[config.mk]
export PLATFORM = sky130hd
export DESIGN_NAME = crc_frame_buffer
export DESIGN_NICKNAME = d
export VERILOG_FILES = /design/src/rtl/crc_frame_buffer.sv
export SDC_FILE = /design/constraint.sdc
export NUM_CORES = 1
export LEC_CHECK = 0
export ABC_AREA = 1
export BUFFER_PORTS_ARGS = -buffer_cell sky130_fd_sc_hd__buf_2
export CAP_MARGIN = 20
export CORE_ASPECT_RATIO = 1.5
export CORE_MARGIN = 3
export CORE_UTILIZATION = 45
export DETAILED_ROUTE_END_ITERATION = 10
export PLACE_DENSITY = 0.69
export SLEW_MARGIN = 25
export SYNTH_ARGS = -nofsm -noshare
export SYNTH_HDL_FRONTEND = slang
export SYNTH_SLANG_ARGS = --single-unit
[constraint.sdc]
create_clock -name clk -period 9.9 [get_ports clk]
set_clock_uncertainty 0.2 [all_clocks]
set_input_delay 0.99 -clock clk [delete_from_list [all_inputs] [get_ports clk]]
set_output_delay 0.99 -clock clk [all_outputs]
set_load 0.03 [all_outputs]
[src/rtl/crc_frame_buffer.sv]
// crc_frame_buffer
//   Byte-stream buffer between a UART and the inter-FPGA link. Bytes are
//   absorbed in a first-word-fall-through FIFO; a running CRC-8 is computed
//   over each frame as its bytes leave the FIFO. A frame counter and the
//   CRC of the last completed frame are kept for the displays.
//
//   Build option: define CRC_FRAME_APPEND_EN to append the frame CRC as a
//   trailer byte after every frame. In that build out_last marks the trailer.
//   Without the macro the stream passes unmodified and out_last marks the
//   final payload byte.
//
// Parameters
//   DEPTH     FIFO entries (power of 2, >= 2)
//   POLY      CRC-8 generator polynomial, MSB-first, no reflection/final XOR
//   CRC_INIT  CRC register value at the start of every frame
//   CNT_W     frame counter width
//
// Ports
//   clk, rst_n             clock, asynchronous active-low reset
//   clear                  synchronous flush of FIFO, FSM and CRC register
//   in_data/last/valid     upstream byte, end-of-frame marker, valid
//   in_ready               upstream ready (= FIFO not full)
//   out_data/last/valid    downstream byte, end-of-frame marker, valid
//   out_ready              downstream ready
//   crc_out, crc_valid     CRC of last completed frame, one-cycle pulse
//   frame_count            completed frames (wraps)
//   level                  FIFO occupancy, 0..DEPTH
module crc_frame_buffer #(
  parameter int         DEPTH    = 16,
  parameter logic [7:0] POLY     = 8'h07,
  parameter logic [7:0] CRC_INIT = 8'h00,
  parameter int         CNT_W    = 8
) (
  input  logic                     clk,
  input  logic                     rst_n,
  input  logic                     clear,
  input  logic [7:0]               in_data,
  input  logic                     in_last,
  input  logic                     in_valid,
  output logic                     in_ready,
  output logic [7:0]               out_data,
  output logic                     out_last,
  output logic                     out_valid,
  input  logic                     out_ready,
  output logic [7:0]               crc_out,
  output logic                     crc_valid,
  output logic [CNT_W-1:0]         frame_count,
  output logic [$clog2(DEPTH):0]   level
);

  localparam int AW = $clog2(DEPTH);
  localparam logic [AW:0] FULL_LVL = DEPTH[AW:0];

`ifdef CRC_FRAME_APPEND_EN
  typedef enum logic {S_DATA, S_CRC} state_t;
`else
  typedef enum logic {S_DATA} state_t;
`endif

  // Serial MSB-first CRC-8 step over one byte, unrolled into one cycle.
  function automatic logic [7:0] crc8(input logic [7:0] c_in, input logic [7:0] d);
    logic [7:0] c;
    c = c_in;
    for (int i = 7; i >= 0; i--) begin
      c = {c[6:0], 1'b0} ^ ((c[7] ^ d[i]) ? POLY : 8'h00);
    end
    return c;
  endfunction

  logic [8:0]  mem [DEPTH];
  logic [AW:0] wr_ptr, rd_ptr;
  logic [8:0]  head;
  logic        full, empty, push, pop;
  logic [7:0]  crc_q, crc_d, crc_next, done_crc;
  logic        complete;
  state_t      state_q, state_d;

  assign level    = wr_ptr - rd_ptr;
  assign full     = (level == FULL_LVL);
  assign empty    = (level == '0);
  assign in_ready = !full;
  assign head     = mem[rd_ptr[AW-1:0]];
  assign crc_next = crc8(crc_q, head[7:0]);
  // A clear in the same cycle swallows the incoming byte.
  assign push     = in_valid && in_ready && !clear;

  // FIFO storage: data only, no reset needed since out_data is gated by empty.
  always_ff @(posedge clk) begin
    if (push) begin
      mem[wr_ptr[AW-1:0]] <= {in_last, in_data};
    end
  end

  // Output / next-state decode.
  always_comb begin
    state_d   = state_q;
    crc_d     = crc_q;
    done_crc  = crc_next;
    complete  = 1'b0;
    pop       = 1'b0;
    out_valid = 1'b0;
    out_data  = 8'h00;
    out_last  = 1'b0;
    case (state_q)
      S_DATA: begin
        out_valid = !empty;
        out_data  = empty ? 8'h00 : head[7:0];
`ifdef CRC_FRAME_APPEND_EN
        out_last  = 1'b0;
`else
        out_last  = !empty && head[8];
`endif
        if (out_valid && out_ready) begin
          pop   = 1'b1;
          crc_d = crc_next;
          if (head[8]) begin
`ifdef CRC_FRAME_APPEND_EN
            state_d = S_CRC;
`else
            complete = 1'b1;
            crc_d    = CRC_INIT;
`endif
          end
        end
      end
`ifdef CRC_FRAME_APPEND_EN
      S_CRC: begin
        out_valid = 1'b1;
        out_data  = crc_q;
        out_last  = 1'b1;
        done_crc  = crc_q;
        if (out_ready) begin
          complete = 1'b1;
          crc_d    = CRC_INIT;
          state_d  = S_DATA;
        end
      end
`endif
      default: ;
    endcase
    // Flush wins over any transfer; a pending trailer is dropped uncounted.
    if (clear) begin
      state_d  = S_DATA;
      crc_d    = CRC_INIT;
      pop      = 1'b0;
      complete = 1'b0;
    end
  end

  // State, pointers and frame statistics.
  always_ff @(posedge clk or negedge rst_n) begin
    if (!rst_n) begin
      wr_ptr      <= '0;
      rd_ptr      <= '0;
      state_q     <= S_DATA;
      crc_q       <= CRC_INIT;
      crc_out     <= 8'h00;
      crc_valid   <= 1'b0;
      frame_count <= '0;
    end else begin
      state_q   <= state_d;
      crc_q     <= crc_d;
      crc_valid <= complete;
      if (clear) begin
        wr_ptr <= '0;
        rd_ptr <= '0;
      end else begin
        if (push) wr_ptr <= wr_ptr + 1'b1;
        if (pop)  rd_ptr <= rd_ptr + 1'b1;
      end
      if (complete) begin
        crc_out     <= done_crc;
        frame_count <= frame_count + 1'b1;
      end
    end
  end

endmodule
==> metrics, run 1 <==
f_max=214 MHz; Synth cell types=33; depth of the most critical reg-to-reg path=12; Worst slew margin=35.0%; CTS max path bufs=2; Power per Cell Area=288 nW/um2; gr usage total=19.5%; Initial Utilization=46.2%; vias per cell=5.34; Iter 0 DRT Violations=474; FF-to-FF End=mem[1][6]; Leak=3.62 nW; minimum clock period after layout=4.67 ns; top-area cell type share of the netlist area=53.5%; diode count=0; Avg Cell Area, Syn=10.3 um2; Slew @ Worst Pin=0.971 ns; CP max stage delay=0.61 ns; setup slack, reg-to-reg=5.67 ns; cell family with most CP delay=buffers and inverters; HP Start=crc_out[4]; Syn Std Cell Area=8080 um2; Syn Inst Count=788; die height=170 um; fin nets=854; worst vdd ir=0.113 mV; Tcrit/Tclk final=47.2%; Resize count post-CTS=0; Core Area=17,500 um2; Area Overhead vs Synth=11.3%; worst slack at placement=5.38 ns; die width=115 um; CP Class=register to output port; Port Buffer Count=46; Post-CTS Setup Bufs=0; Synthesized Nets=813; Final Hold Viols=0; Worst-path clk slew=0.07 ns; Ys Warns=0; clk sinks=179; CTS Buf Count=17; CP max stage cell=buf_4; vias in the first global route=5,497; top cells by area, synth=edfxtp_1 53%, dfrtp_1 11%, nand2_1 9.4%; drt first pass iters=8; Worst Hold End=crc_out[4]; I/O pins=47; crit-path max FO=77; WL final=18,600 um; initial antenna violation count=0; setup tns final=0 ns; Levels on crit path=10; Core Rows=59; setup ws final=5.23 ns; WP buf/inv=3; number of synthesized register bits=179; CP Launch Type=register; max-slew violations=0; reg2reg start=rd_ptr[0]; Hold Path Class=register to register; Post-DRT Antenna Nets=0; H-tree Lvls=4; routed length per placed instance=17.6 um; hpwl dp=12,500 um; CTS root buffer=clkbuf_16; share of cells above drive strength 1=12.8%; maxcap violations=0; overflow left after global routing=0; largest net degree at the start of global routing=78; post-synth top area cell=edfxtp_1; WHS Path Cells=2; CTS Hold Bufs=0; Final setup violation count=0; crit-path cells=buf_4 > ha_1 > inv_1 > fa_1 > xor2_1 > nor3_1 > nand2_1 > nor2_2 > a21oi_1 > buf_2; die area=19,600 um2; Pwr Total=2.59 mW; Vias=5,635; unrepaired setup endpoints after global routing=no; register area share after synthesis=64.3%; placer's final routability congestion estimate=0.851; TritonCTS clock tree=built; Critical Path AT=3.48 ns; Clk Latency, worst-skew pair=0.42 ns; Worst EP required=8.71 ns; final core occ=51.4%; # DRC=0; CP endpoint kind=output port; status=finished, final reports clean; global-route wire length before repair=29,100 um
layer usage:
layer | track usage [%] | routed length (um) | up-vias
met2 | 34.7 | 9940 | 168
met1 | 22.9 | 7280 | 2691
met5 | 0 | 0 | -
met3 | 2.92 | 760 | 28
met4 | 8.99 | 601 | 0
li1 | - | - | 2748
worst max-delay path by stage:
stage / endpoint / slack, ns / start
finish: out_data[2] / 5.23 / rd_ptr[0]
global route: out_data[2] / 4.93 / rd_ptr[0]
CTS: out_data[2] / 4.91 / rd_ptr[1]
detailed placement: out_data[2] / 5.38 / rd_ptr[1]
global placement: out_last / 5.47 / rd_ptr[1]
floorplan: out_data[2] / 5.99 / wr_ptr[0]
cell type report:
type	count	area (um2)
clock buffer	21	493
clock inverter	11	85.1
fill	1524	8500
inverter	58	218
multi-input combinational	523	2470
sequential	179	5200
tap	213	267
timing repair buffer	50	260
power by group:
| part | internal [mW] | switching, mW | total (mW) |
|---|---|---|---|
| clock network | 0.363 | 0.287 | 0.650 |
| registers | 0.868 | 0.0346 | 0.902 |
| logic | 0.279 | 0.758 | 1.04 |
| total | 1.51 | 1.08 | 2.59 |
worst reg2reg max path: stages (launching register included):
cell     delay, ns
dfrtp_2       0.35
buf_4         0.61
ha_1          0.33
inv_1         0.06
fa_1          0.40
nand3_1       0.08
nand2_1       0.06
xor2_1        0.17
nand3_1       0.12
nand2_1       0.14
nor2_1        0.33
nand2_1       0.25
nor2_1        0.73
registers in the layout, indices dropped and copies added, names as in the netlist:
| name | cells |
|---|---|
| mem | 144 |
| crc_out | 8 |
| crc_q | 8 |
| frame_count | 8 |
| rd_ptr | 5 |
| wr_ptr | 5 |
| crc_valid | 1 |
cells in the final DEF (no fill, tap or decap), drive strengths merged, types with 11 or more instances in the layout:
cell      n
a21oi    11
buf      50
clkbuf   21
dfrtp    35
edfxtp  144
inv      61
nand2   203
nand3    92
nor2    103
o21ai    69
kinds of logic (layout without fill, tap and decap cells):
kind of cell / Yosys count / after routing / synth area share (%)
AND/OR/NAND/NOR: 410 / 410 / 21.5
flip-flops: 179 / 179 / 64.3
XOR/XNOR: 10 / 10 / 1.18
adder cells (fa/ha/maj): 11 / 11 / 1.80
buffers and inverters: 86 / 140 / 5.22
AO/OA/AOI/OAI: 92 / 92 / 6.01
cells in the mapped netlist:
master,instances
inv_1,44
a31oi_1,2
xnor2_1,3
nand4_1,1
nor3_4,1
nor3_1,8
nand3_2,4
o211ai_1,8
nor3b_1,1
a21oi_1,11
dfrtp_1,35
xor2_2,1
clkbuf_1,2
nor2_4,1
inv_2,11
buf_4,4
o21ai_0,40
nand3_4,1
buf_2,13
fa_1,1
nand3_1,87
o21ai_1,29
edfxtp_1,144
ha_1,10
nand2_1,202
o22ai_1,2
xor2_1,6
nor2_2,2
nand2_2,1
clkinv_1,3
buf_6,9
nor2_1,100
nor3_2,1
through the flow:
stage                     hold WS (ns)  instance area [um2]  instances
after CTS                        0.278                 9000       1055
after floorplan                  0.257                 8080        788
after detailed placement         0.260                 8420       1023
final                            0.274                 9000       1055
after global routing             0.297                 9000       1055
after global placement           0.259                 8410       1023
Note: power is estimated with default switching activity, not from simulation.
==> run 2: changes to the inputs <==
Settings changed: PLACE_DENSITY 0.69 to 0.71.
Clock period 9.9 ns to 3.8 ns, I/O delays scaled along.
==> run 2 against run 1 <==
Compared with the run above:
- final cell count rose by 1.9%
- die area did not move
- wire length rose by 0.83%
- non-clock buffer count rose by 20
- first-iteration DRC count rose by 24%
- via count rose by 3.4%
- worst setup slack got worse by 4.9 ns
- combinational power rose to 2.6 times the previous value
- global-route usage rose by 0.13 points
- critical path type unchanged
- highest routed layer unchanged
==> metrics, run 2 (synthesis results as in run 1) <==
met2 Resource Use GR=35.5% (+0.78 points); die area=19,600 um2 (unchanged); placer's final routability congestion estimate=0.842 (-1.1%); status=finished, final reports clean; Leak=3.74 nW (+3.3%); Post-CTS Setup Bufs=0 (unchanged); crit-path cells=buf_4 > inv_2 > buf_12 > o21ai_0 > nand2_1 > nand2_1 > nand2_1 > inv_2 > a21oi_1 > buf_2; CP Class=register to output port; gr busiest metal=met2; Vias=5,828 (+3.4%); routed length per placed instance=17.4 um (-1.0%); minimum clock period after layout=3.42 ns; most used cell, CP=nand2_1; WHS Path Cells=2 (unchanged); largest net degree at the start of global routing=77 (-1.3%); most frequent cells in the layout=202 x nand2_1, 144 x edfxtp_1, 100 x nor2_1, 87 x nand3_1, 46 x buf_2; CTS Hold Bufs=1 (+1); end point of the critical path=out_data[2]; commonest non-fill, non-tap cell in the layout=nand2_1; Worst slew margin=46.9% (+12 points); TritonCTS clock tree=built; die height=170 um (unchanged); # DRC=0 (unchanged); gr usage total=19.7% (+0.13 points); clk sinks=179 (unchanged); drt first pass iters=6 (-2); Slew @ Worst Pin=0.797 ns (-0.174 ns); Worst EP required=3.22 ns (-5.49 ns); Iter 0 DRT Violations=588 (+24%); Critical Path Source=rd_ptr[0]; setup slack, reg-to-reg=0.54 ns (-5.13 ns); I/O pins=47 (unchanged); H-tree Lvls=4 (unchanged); setup tns final=0 ns (unchanged); global routing usage on met1=23.0% (+0.078 points); overflow left after global routing=0 (unchanged); CP max stage cell=buf_4; max-slew violations=0 (unchanged); unrepaired setup endpoints after global routing=no; Initial Utilization=46.2% (unchanged); Port Buffer Count=46 (unchanged); worst vdd ir=0.388 mV (+240%); f_max=292 MHz; vias in the first global route=5,544 (+0.86%); Hold Path Class=input pin to register; global-route wire length before repair=29,100 um (-0.19%); FF-to-FF End=mem[2][1]; Core Area=17,500 um2 (unchanged); Resize count post-CTS=0 (unchanged); hpwl dp=12,700 um (+2.3%); diode count=0 (unchanged); crit-path max FO=76 (-1.3%); Pwr Total=6.82 mW (+160%); cell family with most CP delay=buffers and inverters; Worst-path clk slew=0.07 ns (about the same); Area Overhead vs Synth=13.5%; die width=115 um (unchanged); CP Launch Type=register; CTS root buffer=clkbuf_16; CTS Buf Count=17 (unchanged); Levels on crit path=10 (unchanged); Clk Latency, worst-skew pair=0.43 ns (about the same); Power per Cell Area=743 nW/um2 (+160%); fin nets=874 (+2.3%); Final Hold Viols=0 (unchanged); Critical Path AT=2.84 ns (-0.64 ns); CTS max path bufs=2 (unchanged); fin area=9180 um2 (+2.0%); M3 GR Usage=3.34% (+0.43 points); worst slack at placement=0.596 ns (-4.79 ns); Tcrit/Tclk final=90.1%; WL final=18,700 um (+0.83%); vias per cell=5.42 (+1.5%); depth of the most critical reg-to-reg path=12 (unchanged); initial antenna violation count=0 (unchanged); setup ws final=0.375 ns (-4.85 ns); maxcap violations=0 (unchanged); Final setup violation count=0 (unchanged); WP buf/inv=5 (+2); max FFs per register=144 (unchanged); Post-DRT Antenna Nets=0 (unchanged); reg2reg start=wr_ptr[0]; Core Rows=59 (unchanged); share of cells above drive strength 1=14.5% (+1.7 points); CP max stage delay=0.58 ns (-0.03 ns); Inst Count DP=1,042 (+1.9%); hold_ws=0.0279 ns (-0.246 ns); final core occ=52.5% (+1.0 points); Final Non-Filler Cells=1,075 (+1.9%); HP Start=clear; CP endpoint kind=output port; dpl cell area=8560 um2 (+1.7%)
[run 2: cell count changes in the layout (fill, tap and decap cells not counted), sizes merged]
cell         change
clkinv           +5
buf             +19
dlygate4sd3      +1
clkbuf           -4
clkinvlp         -1
[run 2: final cells by class]
type	instances	area (um2)
clock buffers	17	425
clock inverters	15	180
fillers	1509	8320
inverters	58	218
multi-input cells	523	2460
flip-flops and latches	179	5200
well taps	213	267
repair buffers	70	425
[run 2: routing by layer]
| layer | vias up | wire length (um) |
|---|---|---|
| met2 | 251 | 10100 |
| li1 | 2794 | - |
| met1 | 2748 | 7070 |
| met4 | 0 | 525 |
| met5 | - | 0 |
| met3 | 35 | 1070 |
[run 2: worst min-delay path by stage]
stage / end / slack (ns)
6_report: rd_ptr[3] / 0.03
5_1_grt: rd_ptr[3] / 0.06
4_1_cts: rd_ptr[3] / 0.02
3_5_place_dp: crc_out[6] / 0.26
3_3_place_gp: crc_out[3] / 0.26
2_1_floorplan: crc_out[0] / -0.12
[run 2: power breakdown]
part / leakage, nW / internal, mW / total, mW / switching (mW)
Clock: 0.295 / 0.890 / 1.73 / 0.840
Sequential: 1.76 / 2.26 / 2.34 / 0.0853
Combinational: 1.68 / 0.764 / 2.75 / 1.98
==> run 3: changes to the inputs <==
Settings changed: CELL_PAD_IN_SITES_DETAIL_PLACEMENT set to 1, CELL_PAD_IN_SITES_GLOBAL_PLACEMENT set to 2, CORE_UTILIZATION 45 to 36, PLACE_DENSITY 0.71 to 0.82.
==> run 3 against run 2 <==
Compared with the run above:
- critical path depth shrank 1
- sequential share of layout area shrank 0.40 points
- design area grew 0.71%
- final cell count grew 5.8%
- power grew 0.18%
- highest routed layer unchanged
- critical path type unchanged
- clock power is essentially flat
- via count shrank 1.3%
- wire length grew 13%
- fmax grew 2.0%
- core utilization shrank 10 points
- clock-buffer cell count is the same
- sequential power is essentially flat
==> metrics, run 3 (synthesis results as in run 1) <==
Power per Cell Area=739 nW/um2 (-0.53%); CP max stage cell=dfrtp_2; Final Hold Viols=0 (unchanged); die height=190 um (+11%); Post-DRT Antenna Nets=0 (unchanged); Final setup violation count=0 (unchanged); gr usage total=18.0% (-1.6 points); Leak=3.74 nW (about the same); H-tree Lvls=4 (unchanged); fin nets=877 (+0.34%); I/O pins=47 (unchanged); clk sinks=179 (unchanged); CTS max path bufs=2 (unchanged); FF-to-FF End=mem[13][5]; fin area=9240 um2 (+0.71%); depth of the most critical reg-to-reg path=13 (+1); CP max stage delay=0.41 ns (-0.17 ns); overflow left after global routing=0 (unchanged); most frequent cells in the layout=202 x nand2_1, 144 x edfxtp_1, 100 x nor2_1, 87 x nand3_1, 46 x buf_2; HP Start=clear; Area Overhead vs Synth=14.3%; Initial Utilization=36.9% (-9.3 points); cell family with most CP delay=buffers and inverters; die width=128 um (+11%); initial antenna violation count=0 (unchanged); maxcap violations=0 (unchanged); Inst Count DP=1,104 (+6.0%); WP buf/inv=5 (unchanged); # DRC=0 (unchanged); TritonCTS clock tree=built; Worst EP required=3.22 ns (about the same); max FFs per register=144 (unchanged); dpl cell area=8660 um2 (+1.1%); WL final=21,100 um (+13%); die area=24,300 um2 (+24%); Worst Hold End=rd_ptr[3]; placer's final routability congestion estimate=0.763 (-9.4%); CP endpoint kind=output port; Vias=5,750 (-1.3%); crit-path cells=buf_4 > inv_2 > buf_12 > buf_4 > nor2_1 > o211ai_1 > nand3_1 > a21oi_1 > buf_2; Final Non-Filler Cells=1,137 (+5.8%); Worst-path clk slew=0.07 ns (about the same); largest net degree at the start of global routing=59 (-23%); max-slew violations=0 (unchanged); Clk Latency, worst-skew pair=0.43 ns (about the same); Post-CTS Setup Bufs=0 (unchanged); crit-path max FO=39 (-49%); Worst slew margin=43.5% (-3.4 points); reg2reg start=wr_ptr[0]; commonest non-fill, non-tap cell in the layout=nand2_1; final core occ=42.2% (-10 points); most used cell, CP=buf_4; diode count=0 (unchanged); worst vdd ir=0.377 mV (-2.7%); Pwr Total=6.83 mW (+0.18%); Core Area=21,900 um2 (+25%); CTS Buf Count=17 (unchanged); Critical Path AT=2.78 ns (-0.06 ns); drt first pass iters=4 (-2); Hold Path Class=input pin to register; CP Class=register to output port; CP Launch Type=register; hold_ws=0.0312 ns (+0.00336 ns); status=finished, final reports clean; Slew @ Worst Pin=0.847 ns (+0.0504 ns); CTS root buffer=clkbuf_16; hpwl dp=14,700 um (+15%); setup slack, reg-to-reg=0.57 ns (+0.03 ns); f_max=298 MHz (+2.0%); vias per cell=5.06 (-6.7%); minimum clock period after layout=3.36 ns (-0.0676 ns); Iter 0 DRT Violations=344 (-41%); vias in the first global route=6,092 (+9.9%); share of cells above drive strength 1=14.8% (+0.30 points); Port Buffer Count=46 (unchanged); global-route wire length before repair=33,300 um (+15%); WHS Path Cells=2 (unchanged); Tcrit/Tclk final=88.3% (-1.8 points); Core Rows=66 (+12%); unrepaired setup endpoints after global routing=no; routed length per placed instance=18.6 um (+6.6%)
run 3: routing by layer:
metal / track usage, % / share of wire (%) / vias to the layer above
met2: 33.4 / 55 / 97
met4: 6.70 / 2.6 / 0
li1: - / - / 2795
met1: 20.6 / 40 / 2829
met3: 2.87 / 2.4 / 29
met5: 0 / 0 / -
run 3: per-stage QoR:
step / worst slack, ns / TNS (ns)
3_5_place_dp: 0.573 / 0
3_3_place_gp: 0.644 / 0
2_1_floorplan: -0.100 / -2.71
6_report: 0.443 / 0
4_1_cts: 0.374 / 0
5_1_grt: 0.194 / 0
run 3: worst max path at each step:
stage	startpoint	depth (start not counted)	end	slack, ns
floorplan	wr_ptr[0]	11	mem[7][0]	-0.10
global placement	wr_ptr[0]	13	mem[4][3]	0.64
detailed placement	wr_ptr[0]	13	mem[4][7]	0.57
CTS	rd_ptr[0]	9	out_data[5]	0.37
global route	rd_ptr[0]	9	out_data[5]	0.19
finish	rd_ptr[0]	9	out_data[5]	0.44
run 3: cell type report:
cell class | instances | area (um2)
multi-input cells | 523 | 2460
fillers | 2464 | 12600
flip-flops and latches | 179 | 5200
well taps | 272 | 340
repair buffers | 73 | 448
inverters | 58 | 218
clock inverters | 15 | 149
clock buffers | 17 | 425
run 3: timing repair:
| item | CTS | global route |
|---|---|---|
| hold buffers | 1 | 0 |
| endpoints found under the hold margin | 35 | 0 |
| gates resized for setup | 0 | 0 |
run 3: where the power goes:
part / internal [mW] / switching [mW]
combinational: 0.771 / 2.00
sequential: 2.26 / 0.0866
clock: 0.924 / 0.796
run 3: worst register-to-register path: stages (launching register included):
cell	delay [ns]
dfrtp_1	0.41
inv_1	0.16
ha_1	0.17
inv_1	0.06
fa_1	0.40
nand3_1	0.08
nand2_1	0.06
xor2_1	0.17
nand3_1	0.12
nand2_1	0.14
nor2_1	0.36
nand2_1	0.22
nor2_1	0.16
buf_4	0.23
